===== config.mk =====
export PLATFORM = sky130hd
export DESIGN_NAME = mem_arbiter_flat
export DESIGN_NICKNAME = d
export VERILOG_FILES = /design/src/rtl/mem_arbiter_pkg.sv /design/src/rtl/mem_arbiter_if.sv /design/src/rtl/mem_arbiter.sv /design/src/flat_wrapper.sv
export SDC_FILE = /design/constraint.sdc
export NUM_CORES = 1
export LEC_CHECK = 0
export CAP_MARGIN = 20
export CORE_ASPECT_RATIO = 0.8
export CORE_UTILIZATION = 40
export DETAILED_ROUTE_END_ITERATION = 8
export PLACE_DENSITY_LB_ADDON = 0.3
export SYNTH_ARGS = -nofsm -noshare
export SYNTH_HDL_FRONTEND = slang
export SYNTH_SLANG_ARGS = --single-unit

===== constraint.sdc =====
create_clock -name clk -period 3 [get_ports clk]
set_clock_uncertainty 0.05 [all_clocks]
set_input_delay 0.6 -clock clk [delete_from_list [all_inputs] [get_ports clk]]
set_output_delay 0.6 -clock clk [all_outputs]
set_load 0.1 [all_outputs]

===== src/rtl/mem_arbiter_pkg.sv =====
// Shared definitions for the memory arbiter: FSM states, access width codes,
// request owner and the fetch-starvation streak limit.
package mem_arbiter_pkg;

   typedef enum logic [1:0] {
      ST_IDLE = 2'd0,
      ST_BUSY = 2'd1,
      ST_RESP = 2'd2
   } state_t;

   // Matches funct3[1:0] of RISC-V loads/stores.
   typedef enum logic [1:0] {
      W_BYTE = 2'b00,
      W_HALF = 2'b01,
      W_WORD = 2'b10
   } width_t;

   typedef enum logic {
      OWN_FETCH = 1'b0,
      OWN_DATA  = 1'b1
   } owner_t;

   localparam logic [2:0] STREAK_LIMIT = 3'd4;

endpackage


===== src/rtl/mem_arbiter_if.sv =====
// Single-port memory bus between the arbiter (master) and the memory (slave).
// Request fields are registered by the master; ack and rdata are valid together.
interface mem_arbiter_if;

   logic        m_req;
   logic        m_we;
   logic [1:0]  m_width;
   logic [31:0] m_addr;
   logic [31:0] m_wdata;
   logic        m_ack;
   logic [31:0] m_rdata;

   modport master (
      output m_req, m_we, m_width, m_addr, m_wdata,
      input  m_ack, m_rdata
   );

   modport slave (
      input  m_req, m_we, m_width, m_addr, m_wdata,
      output m_ack, m_rdata
   );

endinterface


===== src/rtl/mem_arbiter.sv =====
// Fetch/data arbiter onto one memory port, one access outstanding at a time.
// Optional `define MEM_ARB_STARVE_GUARD_EN lets a fetch win after 4 straight data grants.
module mem_arbiter
   import mem_arbiter_pkg::*;
(
   input  logic          clk,
   input  logic          rst,
   input  logic          halt,

   input  logic          if_req,
   input  logic [31:0]   if_addr,
   output logic          if_gnt,
   output logic          if_rvalid,
   output logic [31:0]   if_rdata,

   input  logic          d_req,
   input  logic          d_we,
   input  logic [1:0]    d_width,
   input  logic [31:0]   d_addr,
   input  logic [31:0]   d_wdata,
   output logic          d_gnt,
   output logic          d_rvalid,
   output logic [31:0]   d_rdata,

   mem_arbiter_if.master mem
);

   state_t      state_q, state_d;
   owner_t      owner_q;
   logic [31:0] rdata_q;
   logic        fetch_ok;
   logic        fetch_first;

   assign fetch_ok = if_req & ~halt;

`ifdef MEM_ARB_STARVE_GUARD_EN
   logic [2:0] streak_q;

   // Counts back-to-back data grants that left a fetch waiting.
   always_ff @(posedge clk) begin
      if (rst) begin
         streak_q <= '0;
      end else if (if_gnt) begin
         streak_q <= '0;
      end else if (d_gnt) begin
         if (!if_req)
            streak_q <= '0;
         else if (streak_q != STREAK_LIMIT)
            streak_q <= streak_q + 3'd1;
      end
   end

   assign fetch_first = fetch_ok & (streak_q == STREAK_LIMIT);
`else
   assign fetch_first = 1'b0;
`endif

   // NOTE: clocked state uses non-blocking assignments so every register
   // samples pre-edge values, independent of process evaluation order.
   always_ff @(posedge clk) begin
      if (rst)
         state_q <= ST_IDLE;
      else
         state_q <= state_d;
   end

   // NOTE: each combinational output gets a default before any branch, so no
   // path leaves it unassigned and no latch is inferred.
   always_comb begin
      state_d = state_q;
      unique case (state_q)
         ST_IDLE: if (if_gnt || d_gnt) state_d = ST_BUSY;
         ST_BUSY: if (mem.m_ack)        state_d = ST_RESP;
         ST_RESP:                       state_d = ST_IDLE;
         default:                       state_d = ST_IDLE;
      endcase
   end

   // Grants and responses are masked while rst is high so an access granted or
   // completing in the reset cycle is dropped cleanly.
   always_comb begin
      if_gnt    = 1'b0;
      d_gnt     = 1'b0;
      if_rvalid = 1'b0;
      d_rvalid  = 1'b0;
      if_rdata  = '0;
      d_rdata   = '0;
      if (!rst) begin
         unique case (state_q)
            ST_IDLE: begin
               if (d_req && !fetch_first)
                  d_gnt = 1'b1;
               else if (fetch_ok)
                  if_gnt = 1'b1;
            end
            ST_RESP: begin
               if (owner_q == OWN_DATA) begin
                  d_rvalid = 1'b1;
                  d_rdata  = rdata_q;
               end else begin
                  if_rvalid = 1'b1;
                  if_rdata  = rdata_q;
               end
            end
            default: ;
         endcase
      end
   end

   // Request fields latch at the grant edge and hold until m_ack.
   always_ff @(posedge clk) begin
      if (rst) begin
         owner_q     <= OWN_FETCH;
         rdata_q     <= '0;
         mem.m_req   <= 1'b0;
         mem.m_we    <= 1'b0;
         mem.m_width <= '0;
         mem.m_addr  <= '0;
         mem.m_wdata <= '0;
      end else if (d_gnt) begin
         owner_q     <= OWN_DATA;
         mem.m_req   <= 1'b1;
         mem.m_we    <= d_we;
         mem.m_width <= d_width;
         mem.m_addr  <= d_addr;
         mem.m_wdata <= d_wdata;
      end else if (if_gnt) begin
         owner_q     <= OWN_FETCH;
         mem.m_req   <= 1'b1;
         mem.m_we    <= 1'b0;
         mem.m_width <= W_WORD;
         mem.m_addr  <= if_addr;
         mem.m_wdata <= '0;
      end else if (state_q == ST_BUSY && mem.m_ack) begin
         mem.m_req <= 1'b0;
         rdata_q   <= mem.m_we ? 32'd0 : mem.m_rdata;
      end
   end

endmodule


===== src/flat_wrapper.sv =====
// flat-port wrapper written by rule: the top's interface ports become plain ports
module mem_arbiter_flat import mem_arbiter_pkg::*;
  (clk, rst, halt, if_req, if_addr, if_gnt, if_rvalid, if_rdata, d_req, d_we, d_width, d_addr, d_wdata, d_gnt, d_rvalid, d_rdata, mem_m_req, mem_m_we, mem_m_width, mem_m_addr, mem_m_wdata, mem_m_ack, mem_m_rdata);
  mem_arbiter_if mem_i ();
  input  logic clk;
  input  logic rst;
  input  logic halt;
  input  logic if_req;
  input  logic [31:0] if_addr;
  output logic if_gnt;
  output logic if_rvalid;
  output logic [31:0] if_rdata;
  input  logic d_req;
  input  logic d_we;
  input  logic [1:0] d_width;
  input  logic [31:0] d_addr;
  input  logic [31:0] d_wdata;
  output logic d_gnt;
  output logic d_rvalid;
  output logic [31:0] d_rdata;
  output wire logic [$bits(mem_i.m_req)-1:0] mem_m_req;
  output wire logic [$bits(mem_i.m_we)-1:0] mem_m_we;
  output wire logic [$bits(mem_i.m_width)-1:0] mem_m_width;
  output wire logic [$bits(mem_i.m_addr)-1:0] mem_m_addr;
  output wire logic [$bits(mem_i.m_wdata)-1:0] mem_m_wdata;
  input wire logic [$bits(mem_i.m_ack)-1:0] mem_m_ack;
  input wire logic [$bits(mem_i.m_rdata)-1:0] mem_m_rdata;
  assign mem_m_req = mem_i.m_req;
  assign mem_m_we = mem_i.m_we;
  assign mem_m_width = mem_i.m_width;
  assign mem_m_addr = mem_i.m_addr;
  assign mem_m_wdata = mem_i.m_wdata;
  assign mem_i.m_ack = mem_m_ack;
  assign mem_i.m_rdata = mem_m_rdata;
  mem_arbiter u_core (.clk(clk), .rst(rst), .halt(halt), .if_req(if_req), .if_addr(if_addr), .if_gnt(if_gnt), .if_rvalid(if_rvalid), .if_rdata(if_rdata), .d_req(d_req), .d_we(d_we), .d_width(d_width), .d_addr(d_addr), .d_wdata(d_wdata), .d_gnt(d_gnt), .d_rvalid(d_rvalid), .d_rdata(d_rdata), .mem(mem_i));
endmodule

==> results.sh <==
export IMPL_post_dp_cell_area_sq_um=7790
export IMPL_syn_instance_count=456
export IMPL_rsz0062_at_grt="no"
export IMPL_avgRoutedWirePerCell_microns=16.8
export IMPL_ant_nets=0
export IMPL_first_iter_violations=206
export IMPL_netSwitchingPower_mw=1.42
export IMPL_antenna_found_initial=0
export IMPL_min_path_type="reg -> reg"
export IMPL_startpoint_type="input pin"
export IMPL_totalWireLength_mm=14.4
export IMPL_yosys_area_share_adder=0
export IMPL_status="completed"
export IMPL_clk_transition_reported_paths_ns=0.07
export IMPL_cp_required_ns=2.35
export IMPL_gp_congestion=0.749
export IMPL_firstDrtPassIters=4
export IMPL_vdd_ir_drop_worst_uv=374
export IMPL_placed_cells=840
export IMPL_drc=0
export IMPL_regArea_sq_um=2060
export IMPL_die_area_sq_um=11500
export IMPL_p_sw_frac=0.359
export IMPL_cts_setup_buffers=0
export IMPL_slowest_delay_ns=0.47
export IMPL_syn_num_nets=593
export IMPL_grt_total_usage=0.246
export IMPL_cts_made_buffers=9
export IMPL_grt_remaining_overflow=0
export IMPL_yosys_warnings=0
export IMPL_vias=4324
export IMPL_crit_type="in -> out"
export IMPL_p_per_area_nw_per_um2=487
export IMPL_num_rows=33
export IMPL_min_period_ns=2.71
export IMPL_leakagePower_nw=3.48
export IMPL_crit_chain="clkdlybuf4s50_1, nor2b_1, and3b_1, buf_12"
export IMPL_cts_max_path_buffers=2
export IMPL_cp_slowest_cell="nor2b_1"
export IMPL_yosysSeqAreaShare=0.466
export IMPL_worst_pin_slew_ns=0.606
export IMPL_h_tree_depth=3
export IMPL_diodes=0
export IMPL_setup_viol=0
export IMPL_drive_gt1_frac=0.265
export IMPL_area_growth_synth_to_final_pct=83.3
export IMPL_synth_compound_area_frac=0.119
export IMPL_grt_pass1_wl_mm=22.0
export IMPL_cts_tree="built"
export IMPL_io_buffers=272
export IMPL_fin_setup_tns_ns=0
export IMPL_cts_hold_buf=0
export IMPL_dpl_hpwl_mm=11.2
export IMPL_synth_xor_xnor_area_share=0
export IMPL_core_area_sq_um=10500
export IMPL_crit_path_max_fanout=4
export IMPL_hold_viol_final=0
export IMPL_endpoint_kind="output pin"
export IMPL_syn_area_per_cell_sq_um=9.71
export IMPL_p_seq_frac=0.386
export IMPL_intPower_mw=2.53
export IMPL_max_freq_ghz=0.369
export IMPL_die_w_microns=120
export IMPL_ys_ff_latch=103
export IMPL_synth_top_family_by_area="simple AND/OR/NAND/NOR gates"
export IMPL_pwr_share_comb=0.301
export IMPL_relSlewSlack=0.594
export IMPL_max_cap_viol_count=0
export IMPL_cp_data_arrival_time_ns=2.06
export IMPL_total_power_mw=3.95
export IMPL_slew_viol_final=0
export IMPL_fin_crit_sh=0.903
export IMPL_cts_sinks=103
export IMPL_synth_area_mux_share=0.140
export IMPL_power_share_clock=0.313
export IMPL_finalNonFillerCells=856
export IMPL_die_y_microns=96.1
export IMPL_syn_area_sq_um=4430
export IMPL_grt_start_max_net_pins=36
export IMPL_initial_core_util=0.422
export IMPL_cts_root_buf="clkbuf_16"
export IMPL_fillers=684
export IMPL_finalNetCount=848
export IMPL_yosys_area_share_simple=0.229
export IMPL_final_cell_area_sq_um=8110
export IMPL_clk_latency_ns=0.33
export IMPL_cts_resized=0
export IMPL_synth_cell_type_count=32
export IMPL_ios=273
export IMPL_multi_input_area_sq_um=2210
export IMPL_via_per_inst=5.05
export IMPL_grt_pass1_vias=4405
cells by family after synthesis:
kind of cell	Yosys count
muxes	62
DFF	103
AOI/OAI and AO/OA	74
and+or+nand+nor	175
buffers and inverters	42
synthesized netlist by cell type:
cell       number  share of area
dfxtp_1       103           0.47
and2_1         64          0.090
nand2_1        64          0.054
mux2i_1        62           0.14
a22o_1         34          0.067
a21oi_1        33          0.037
nand3b_1       33          0.056
clkbuf_1       18          0.015
buf_2          12          0.014
buf_1           4         0.0034
and3b_1         3         0.0059
buf_6           3         0.0076
buf_4           2         0.0034
inv_1           2         0.0017
nor2_1          2         0.0017
a2111oi_0       1         0.0020
a211oi_1        1         0.0017
and4bb_1        1         0.0028
inv_2           1        0.00085
nand2b_1        1         0.0014
nor2_8          1         0.0045
nor2b_1         1         0.0014
nor3_1          1         0.0011
nor3_2          1         0.0023
nor4b_2         1         0.0034
o21ai_2         1         0.0020
o21bai_1        1         0.0017
o221a_1         1         0.0025
o22ai_1         1         0.0014
o31ai_2         1         0.0028
or3b_1          1         0.0020
or3b_2          1         0.0020
flip-flops by register name (all words and copies together) (netlist names):
register and cells:
u_core.mem.m_addr 32, u_core.mem.m_req 1, u_core.mem.m_wdata 32, u_core.mem.m_we 1, u_core.mem.m_width 2, u_core.owner_q 1, u_core.rdata_q 32, u_core.state_q 2
power groups by stage:
stage	Combinational [mW]	Sequential, mW	Clock, mW
after floorplan	0.234	2.12	0
after global placement	1.17	1.55	0
after detailed placement	1.19	1.55	0
after CTS	1.19	1.52	1.26
after global routing	1.23	1.54	1.31
final	1.19	1.52	1.24
final cells by class:
| type | count | share of cell area |
|---|---|---|
| clock inverters | 6 | 0.0106 |
| inverters | 3 | 0.00139 |
| multi-input cells | 311 | 0.272 |
| repair buffers | 283 | 0.411 |
| clock buffers | 10 | 0.0295 |
| flip-flops and latches | 103 | 0.254 |
| well taps | 140 | 0.0216 |
routing by layer:
| layer | part of all wire | vias to the layer above | GRT usage | wire, microns |
|---|---|---|---|---|
| met5 | 0 | - | 0 | 0 |
| met4 | 0.022 | 0 | 0.0833 | 310 |
| met3 | 0.076 | 21 | 0.0681 | 1090 |
| met2 | 0.52 | 193 | 0.463 | 7430 |
| met1 | 0.38 | 2030 | 0.267 | 5520 |
| li1 | - | 2080 | - | - |
final timing paths:
kind,startpoint,endpoint,slack (ns),depth (start not counted)
worst max register to register,u_core.state_q[0],u_core.mem.m_wdata[12],1.20,4
worst max-delay path,if_req,if_gnt,0.29,4
worst min-delay path,u_core.mem.m_addr[20],u_core.mem.m_addr[20],0.42,2
worst min register to register,u_core.mem.m_addr[20],u_core.mem.m_addr[20],0.42,2
through the flow:
| step | utilization | hold WS (ns) | setup slack (ns) |
|---|---|---|---|
| final | 0.774 | 0.416 | 0.290 |
| after global routing | 0.774 | 0.431 | 0.207 |
| after CTS | 0.774 | 0.419 | 0.276 |
| after detailed placement | 0.743 | 0.404 | 0.276 |
| after global placement | 0.743 | 0.398 | 0.305 |
| after floorplan | - | 0.386 | 0.0905 |
layout by cell type (no fill, tap or decap), types with 2 or more instances in the layout:
| cell | count |
|---|---|
| a21oi_1 | 33 |
| a22o_1 | 34 |
| and2_1 | 46 |
| and2_2 | 18 |
| and3b_1 | 3 |
| buf_12 | 70 |
| buf_2 | 2 |
| buf_4 | 77 |
| clkbuf_16 | 9 |
| clkdlybuf4s50_1 | 134 |
| dfxtp_1 | 103 |
| inv_1 | 2 |
| inv_8 | 2 |
| mux2i_1 | 62 |
| nand2_1 | 64 |
| nand3b_1 | 33 |
| nor2_1 | 2 |
critical path, delay by kind of cell:
family	cells	cell delay, ns
buffers and inverters	2	0.64
and+or+nand+nor	2	0.81
(Power assumes the default switching activity.)
